<file path="config.mk">
export PLATFORM = sky130hd
export DESIGN_NAME = shift_issue_ctrl_flat
export DESIGN_NICKNAME = d
export VERILOG_FILES = /design/src/rtl/shift_issue_ctrl_if.sv /design/src/rtl/shift_issue_ctrl.sv /design/src/flat_wrapper.sv
export SDC_FILE = /design/constraint.sdc
export NUM_CORES = 1
export LEC_CHECK = 0
export ABC_AREA = 1
export ABC_CLOCK_PERIOD_IN_PS = 2950
export BUFFER_PORTS_ARGS = -buffer_cell sky130_fd_sc_hd__buf_4
export CAP_MARGIN = 15
export CORE_UTILIZATION = 53
export DETAILED_ROUTE_END_ITERATION = 10
export HOLD_SLACK_MARGIN = 0.15
export PLACE_DENSITY = 0.8
export SETUP_SLACK_MARGIN = 0.05
export SYNTH_ARGS = -nofsm -noshare
export SYNTH_HDL_FRONTEND = slang
export SYNTH_SLANG_ARGS = --single-unit
</file>
<file path="constraint.sdc">
create_clock -name CLK -period 2.95 [get_ports CLK]
set_input_delay 0.4425 -clock CLK [delete_from_list [all_inputs] [get_ports CLK]]
set_output_delay 0.4425 -clock CLK [all_outputs]
set_load 0.01 [all_outputs]
</file>
<file path="src/rtl/shift_issue_ctrl_if.sv">
// shift_issue_ctrl_if
//   Bundles the request handshake, the SHIFT32 drive/return bus and the result
//   handshake of shift_issue_ctrl.
//   slave  : the sequencer side (shift_issue_ctrl itself)
//   master : the environment side (ALU decode, SHIFT32, result consumer)
//   REQ_*  : request valid/ready, op code, operand, shift amount
//   SH_*   : SHIFT32 D/S/LnR drive and combinational Y return
//   RES_*  : result valid/ready, data, zero/carry/error flags
interface shift_issue_ctrl_if;
    logic        REQ_VALID;
    logic        REQ_READY;
    logic [1:0]  REQ_OP;
    logic [31:0] REQ_A;
    logic [4:0]  REQ_AMT;
    logic [31:0] SH_D;
    logic [31:0] SH_S;
    logic        SH_LNR;
    logic [31:0] SH_Y;
    logic        RES_VALID;
    logic        RES_READY;
    logic [31:0] RES_DATA;
    logic        RES_ZERO;
    logic        RES_CARRY;
    logic        RES_ERR;

    modport slave (
        input  REQ_VALID, REQ_OP, REQ_A, REQ_AMT, SH_Y, RES_READY,
        output REQ_READY, SH_D, SH_S, SH_LNR,
               RES_VALID, RES_DATA, RES_ZERO, RES_CARRY, RES_ERR
    );

    modport master (
        output REQ_VALID, REQ_OP, REQ_A, REQ_AMT, SH_Y, RES_READY,
        input  REQ_READY, SH_D, SH_S, SH_LNR,
               RES_VALID, RES_DATA, RES_ZERO, RES_CARRY, RES_ERR
    );
endinterface

</file>
<file path="src/rtl/shift_issue_ctrl.sv">
// shift_issue_ctrl
//   Sequencer in front of the SHIFT32 barrel shifter. Takes a shift request,
//   drives SHIFT32 for one pass (SLL, SRL) or two passes (SRA of a negative
//   operand, ROL), and returns a registered result with zero/carry flags.
//   Ports:
//     CLK : clock, all state on the rising edge
//     RST : synchronous active-high reset
//     bus : shift_issue_ctrl_if.slave (request, SHIFT32 and result handshakes)
//   Optional feature macro: SHIFT_ROTATE_EN
//     defined   : ROL (op 11) is a legal two-pass operation
//     undefined : op 11 completes as an illegal op with RES_ERR=1
module shift_issue_ctrl (
    input  logic              CLK,
    input  logic              RST,
    shift_issue_ctrl_if.slave bus
);

    typedef enum logic [1:0] {IDLE, PASS1, PASS2, DONE} stateT;
    typedef enum logic [1:0] {OP_SLL = 2'b00, OP_SRL = 2'b01,
                              OP_SRA = 2'b10, OP_ROL = 2'b11} opT;

    stateT       state;
    opT          opReg;
    logic [31:0] aReg;
    logic [4:0]  amtReg;
    logic [31:0] tmp;

    logic        reqReady;
    logic        resValid;
    logic [31:0] resData;
    logic        resZero;
    logic        resCarry;
    logic        resErr;
    logic [31:0] shD;
    logic [31:0] shS;
    logic        shLnr;

    logic        illegalOp;
    logic        needPass2;
    logic        carryLin;
    logic [31:0] pass2Res;
    logic [4:0]  sllIdx;
    logic [4:0]  srlIdx;

    always_comb begin
        // Amount is 1..31 whenever these indices are used, so 32-AMT fits in
        // five bits as the two's complement of AMT.
        sllIdx = 5'd0 - amtReg;
        srlIdx = amtReg - 5'd1;
        if (amtReg == '0)
            carryLin = 1'b0;
        else if (opReg == OP_SLL)
            carryLin = aReg[sllIdx];
        else
            carryLin = aReg[srlIdx];
`ifdef SHIFT_ROTATE_EN
        illegalOp = 1'b0;
        needPass2 = (amtReg != '0) &&
                    (((opReg == OP_SRA) && aReg[31]) || (opReg == OP_ROL));
        // ROL ORs in the wrapped-around bits; SRA ORs in the sign fill,
        // which is the complement of a logical right shift of all-ones.
        pass2Res  = (opReg == OP_ROL) ? (tmp | bus.SH_Y) : (tmp | ~bus.SH_Y);
`else
        illegalOp = (opReg == OP_ROL);
        needPass2 = (amtReg != '0) && (opReg == OP_SRA) && aReg[31];
        pass2Res  = tmp | ~bus.SH_Y;
`endif
    end

    always_ff @(posedge CLK) begin
        if (RST) begin
            state    <= IDLE;
            opReg    <= OP_SLL;
            aReg     <= '0;
            amtReg   <= '0;
            tmp      <= '0;
            reqReady <= 1'b1;
            resValid <= 1'b0;
            resData  <= '0;
            resZero  <= 1'b0;
            resCarry <= 1'b0;
            resErr   <= 1'b0;
            shD      <= '0;
            shS      <= '0;
            shLnr    <= 1'b0;
        end else begin
            case (state)
                IDLE: begin
                    if (bus.REQ_VALID) begin
                        opReg    <= opT'(bus.REQ_OP);
                        aReg     <= bus.REQ_A;
                        amtReg   <= bus.REQ_AMT;
                        reqReady <= 1'b0;
                        shD      <= bus.REQ_A;
                        shS      <= {27'd0, bus.REQ_AMT};
                        shLnr    <= (bus.REQ_OP == OP_SLL) || (bus.REQ_OP == OP_ROL);
                        state    <= PASS1;
                    end
                end

                PASS1: begin
                    if (illegalOp) begin
                        resData  <= '0;
                        resZero  <= 1'b1;
                        resCarry <= 1'b0;
                        resErr   <= 1'b1;
                        resValid <= 1'b1;
                        shD      <= '0;
                        shS      <= '0;
                        shLnr    <= 1'b0;
                        state    <= DONE;
                    end else if (needPass2) begin
                        tmp   <= bus.SH_Y;
                        shLnr <= 1'b0;
                        state <= PASS2;
`ifdef SHIFT_ROTATE_EN
                        if (opReg == OP_ROL) begin
                            shD <= aReg;
                            shS <= 32'd32 - {27'd0, amtReg};
                        end else begin
                            shD <= '1;
                            shS <= {27'd0, amtReg};
                        end
`else
                        shD <= '1;
                        shS <= {27'd0, amtReg};
`endif
                    end else begin
                        resData  <= bus.SH_Y;
                        resZero  <= (bus.SH_Y == '0);
                        resCarry <= carryLin;
                        resErr   <= 1'b0;
                        resValid <= 1'b1;
                        shD      <= '0;
                        shS      <= '0;
                        shLnr    <= 1'b0;
                        state    <= DONE;
                    end
                end

                PASS2: begin
                    resData  <= pass2Res;
                    resZero  <= (pass2Res == '0);
                    resCarry <= (opReg == OP_ROL) ? pass2Res[0] : carryLin;
                    resErr   <= 1'b0;
                    resValid <= 1'b1;
                    shD      <= '0;
                    shS      <= '0;
                    shLnr    <= 1'b0;
                    state    <= DONE;
                end

                DONE: begin
                    if (bus.RES_READY) begin
                        resValid <= 1'b0;
                        reqReady <= 1'b1;
                        state    <= IDLE;
                    end
                end

                default: state <= IDLE;
            endcase
        end
    end

    assign bus.REQ_READY = reqReady;
    assign bus.RES_VALID = resValid;
    assign bus.RES_DATA  = resData;
    assign bus.RES_ZERO  = resZero;
    assign bus.RES_CARRY = resCarry;
    assign bus.RES_ERR   = resErr;
    assign bus.SH_D      = shD;
    assign bus.SH_S      = shS;
    assign bus.SH_LNR    = shLnr;

endmodule

</file>
<file path="src/flat_wrapper.sv">
// flat-port wrapper written by rule: the top's interface ports become plain ports
module shift_issue_ctrl_flat 
  (CLK, RST, bus_REQ_VALID, bus_REQ_OP, bus_REQ_A, bus_REQ_AMT, bus_SH_Y, bus_RES_READY, bus_REQ_READY, bus_SH_D, bus_SH_S, bus_SH_LNR, bus_RES_VALID, bus_RES_DATA, bus_RES_ZERO, bus_RES_CARRY, bus_RES_ERR);
  shift_issue_ctrl_if bus_i ();
  input  logic CLK;
  input  logic RST;
  input wire logic [$bits(bus_i.REQ_VALID)-1:0] bus_REQ_VALID;
  input wire logic [$bits(bus_i.REQ_OP)-1:0] bus_REQ_OP;
  input wire logic [$bits(bus_i.REQ_A)-1:0] bus_REQ_A;
  input wire logic [$bits(bus_i.REQ_AMT)-1:0] bus_REQ_AMT;
  input wire logic [$bits(bus_i.SH_Y)-1:0] bus_SH_Y;
  input wire logic [$bits(bus_i.RES_READY)-1:0] bus_RES_READY;
  output wire logic [$bits(bus_i.REQ_READY)-1:0] bus_REQ_READY;
  output wire logic [$bits(bus_i.SH_D)-1:0] bus_SH_D;
  output wire logic [$bits(bus_i.SH_S)-1:0] bus_SH_S;
  output wire logic [$bits(bus_i.SH_LNR)-1:0] bus_SH_LNR;
  output wire logic [$bits(bus_i.RES_VALID)-1:0] bus_RES_VALID;
  output wire logic [$bits(bus_i.RES_DATA)-1:0] bus_RES_DATA;
  output wire logic [$bits(bus_i.RES_ZERO)-1:0] bus_RES_ZERO;
  output wire logic [$bits(bus_i.RES_CARRY)-1:0] bus_RES_CARRY;
  output wire logic [$bits(bus_i.RES_ERR)-1:0] bus_RES_ERR;
  assign bus_i.REQ_VALID = bus_REQ_VALID;
  assign bus_i.REQ_OP = bus_REQ_OP;
  assign bus_i.REQ_A = bus_REQ_A;
  assign bus_i.REQ_AMT = bus_REQ_AMT;
  assign bus_i.SH_Y = bus_SH_Y;
  assign bus_i.RES_READY = bus_RES_READY;
  assign bus_REQ_READY = bus_i.REQ_READY;
  assign bus_SH_D = bus_i.SH_D;
  assign bus_SH_S = bus_i.SH_S;
  assign bus_SH_LNR = bus_i.SH_LNR;
  assign bus_RES_VALID = bus_i.RES_VALID;
  assign bus_RES_DATA = bus_i.RES_DATA;
  assign bus_RES_ZERO = bus_i.RES_ZERO;
  assign bus_RES_CARRY = bus_i.RES_CARRY;
  assign bus_RES_ERR = bus_i.RES_ERR;
  shift_issue_ctrl u_core (.CLK(CLK), .RST(RST), .bus(bus_i));
endmodule
</file>
==> summary.md <==
| Metric | Value |
|---|---|
| FF-to-FF End | u_core.bus.SH_D[20]$_SDFFE_PP0P_ |
| Vias after detailed routing | approximately 7000 |
| # fillers | 1125 |
| Pins Over Slew Limit | 0 |
| Critical path class | register to register |
| Mapped Cells | 975 |
| CP endpoint kind | register |
| Tmin final | ~2.3 ns |
| CP max stage cell | nor2_8 |
| Sequential cell area | ~0.0030 mm^2 |
| Yosys top cell area share | 0.4271 |
| Initial core utilization | 0.5474 |
| Clk slew on worst S/H paths | roughly 0.060 ns |
| DR pass1 iterations | 5 |
| First-pass GRT wire length | around 30000 um |
| Final nets | approximately 1200 |
| Number of global-route vias before repair | 6299 |
| Most area-hungry cell type in the Yosys netlist | dfxtp_1 |
| Commonest cells after routing, fill and taps aside | 167 x nand2_1, 164 x buf_4, 148 x dfxtp_1 |
| Yosys warns | 0 |
| Placement Cell Area | between 0.007 and 0.008 mm^2 |
| Post-CTS Resized | 0 |
| Routability cong. | roughly 0.84 |
| Leakage | ~0.0037 uW |
| Post-DRT Antenna Nets | 0 |
| CP Data Required Time | between 3 and 4 ns |
| Iteration-0 DRC Markers | ~670 |
| Crit path top cell by count | inv_1 |
| Synth Area per Inst | 7.115 um^2 |
| Sequential-to-total area share from yosys stat | 0.4271 |
| Layout cell share with drive strength beyond 1 | 0.1877 |
| Clock Latency Late Sink | around 0.42 ns |
| PD cells | ~1100 mW/mm^2 |
| Die Width | about 120 um |
| CTS Buffer Depth | 2 |
| Clock Sinks | between 100 and 150 |
| VDD IR max | between 0.0006 and 0.0007 V |
| Worst Hold Depth | 3 |
| Die area | around 0.014 mm^2 |
| GRT overflow | 0 |
| Post-route cell area | ~0.0087 mm^2 |
| Final hold vios | 0 |
| R2r worst-path depth | 9 |
| CP cell instances | inv_1, ha_1, inv_1, nor2_1, inv_1, nand2_2, nor2_8, o21ai_0, a21oi_1 |
| Largest net degree at the start of global routing | 69 |
| Worst slew pin tran | approximately 0.81 ns |
| Post-CTS Hold Fix Bufs | 0 |
| Max Freq | between 400 and 500 MHz |
| Arr. time, crit path | 2.65 ns |
| I/O pin cnt | roughly 180 |
| Crit path max fanout | 32 |
| Core area | 0.01267 mm^2 |
| # port buffers | 149 |
| Status | finished clean |
| Layout Utilization | 0.6855 |
| TritonCTS buffer count | 17 |
| Worst Hold Class | input pin to register |
| Final setup viols | 0 |
| Worst Skew | about 0.0057 ns |
| DP HPWL | 12470 um |
| R2R setup slack | 0.65 ns |
| Max stage delay on crit path | 0.48 ns |
| Area Overhead vs Synth | 25.22% |
| Ant. Diodes | 0 |
| Commonest non-fill, non-tap cell in the layout | nand2_1 |
| Die height | 116.4 um |
| Root Buffer | clkbuf_16 |
| Min-delay src | bus_REQ_A[22] |
| Drt drc | 0 |
| CTS tree | done |
| Row Count | 41 |
| Setup Buffers After CTS | 0 |
| TNS Setup | 0 ns |
| RSZ-0062 raised after global routing | false |
| Critical R2R Launch | u_core.state[0]$_SDFFE_PP0P_ |
| Post-Route WL | roughly 19000 um |
| Wire per inst | ~15 um |
| Vias per cell | approximately 5.6 |
| Fin crit share | 0.7797 |
| Top cells by area, synth | dfxtp_1 43%, nand2_1 9.0%, nand3_1 8.2%, o21ai_0 7.7%, a21oi_1 6.0% |
| Total track usage | 0.2905 |
| Cell variety after synth | 33 |
| Max-capacitance violation count | 0 |
| Multi-input logic area | roughly 0.0033 mm^2 |
| Worst Hold End | u_core.aReg[22]$_SDFFE_PP0P_ |
| CTS H-Tree Depth | 4 |
| Antenna violations before repair | 1 |
| Critical Path Start Type | register |
| Relative slew margins | 0.4625 |
| #FFs+latches synth | about 150 |
| Synthesized area | roughly 0.0069 mm^2 |
[metal layers]
| layer | vias up | global-route usage | part of all wire |
|---|---|---|---|
| li1 | 3469 | - | - |
| met1 | 3322 | 0.4109 | 0.45 |
| met2 | 328 | 0.4343 | 0.46 |
| met3 | 27 | 0.06591 | 0.081 |
| met4 | 2 | 0.1000 | 0.013 |
| met5 | - | 0 | 0.00063 |
[critical path: cells and delay by family, from the launching register on]
kind                     cells  cell delay (ns)
AO/OA/AOI/OAI                2             0.31
flip-flops                   1             0.39
buffers and inverters        3             0.41
adder cells (fa/ha/maj)      1             0.22
AND/OR/NAND/NOR              3             0.90
[kinds of logic (layout without fill, tap and decap cells)]
family | after synthesis | after routing | synth area share
AOI/OAI and AO/OA | 264 | 264 | 0.2009
xor gates and xnor gates | 2 | 2 | 0.002526
adders and majority gates | 6 | 6 | 0.01082
buffers and inverters | 158 | 260 | 0.1100
DFF | 148 | 148 | 0.4271
other | 1 | 27 | 0.0005406
and+or+nand+nor | 396 | 396 | 0.2480
[final cells by class]
type | instances | share of cell area
Clock buffer | 19 | 0.05099
Clock inverter | 13 | 0.02910
Inverter | 62 | 0.02679
Multi-Input combinational cell | 695 | 0.3809
Sequential cell | 148 | 0.3411
Tap cell | 172 | 0.02478
Timing Repair Buffer | 166 | 0.1464
[how the worst max path moves through the flow]
stage	from	endpoint	slack, ns	depth (start not counted)
floorplan	u_core.amtReg[0]$_SDFFE_PP0P_	u_core.bus.RES_DATA[26]$_SDFFE_PP0P_	0.73	14
global placement	u_core.amtReg[1]$_SDFFE_PP0P_	u_core.bus.SH_D[20]$_SDFFE_PP0P_	0.80	12
detailed placement	u_core.state[0]$_SDFFE_PP0P_	u_core.bus.SH_D[19]$_SDFFE_PP0P_	0.71	9
CTS	u_core.state[0]$_SDFFE_PP0P_	u_core.bus.SH_D[20]$_SDFFE_PP0P_	0.70	9
global route	u_core.state[0]$_SDFFE_PP0P_	u_core.bus.SH_D[6]$_SDFFE_PP0P_	0.42	9
finish	u_core.state[0]$_SDFFE_PP0P_	u_core.bus.SH_D[20]$_SDFFE_PP0P_	0.65	9
[synthesized netlist by cell type, drive strengths merged]
library cell,n
a21oi,83
a221oi,5
a31oi,32
buf,52
clkbuf,44
clkinv,2
conb,1
dfxtp,148
ha,6
inv,60
nand2,169
nand3,114
nand3b,1
nand4,2
nor2,86
nor3,11
nor3b,1
nor4,11
o211a,1
o211ai,2
o21ai,140
o221ai,1
or2,1
xor2,2
[sequential cells by signal, summed over array words and instances, names as in the netlist, 2 cells and up]
signal and cells:
u_core.amtReg 5, u_core.aReg 32, u_core.bus.SH_S 5, u_core.bus.RES_DATA 32, u_core.tmp 32, u_core.state 2, u_core.opReg 2, u_core.bus.SH_D 32
[power by group]
group	leakage (uW)	internal [uW]	switching (uW)	total, uW
logic	0.00217	1560	2390	3940
clock network	0.000334	1690	856	2550
registers	0.00122	2630	388	3020
[through the flow]
step | cells | worst slack, ns | hold slack, ns | total power [uW]
final | 1275 | 0.6499 | 0.2675 | 9514
after global routing | 1275 | 0.4186 | 0.2791 | 10120
after CTS | 1275 | 0.6983 | 0.2582 | 9485
after detailed placement | 1243 | 0.7065 | 0.4437 | 6920
after global placement | 1243 | 0.8031 | 0.4371 | 6857
after floorplan | 1001 | 0.7293 | 0.4290 | 5618
Power figures use the tool's default switching activity.
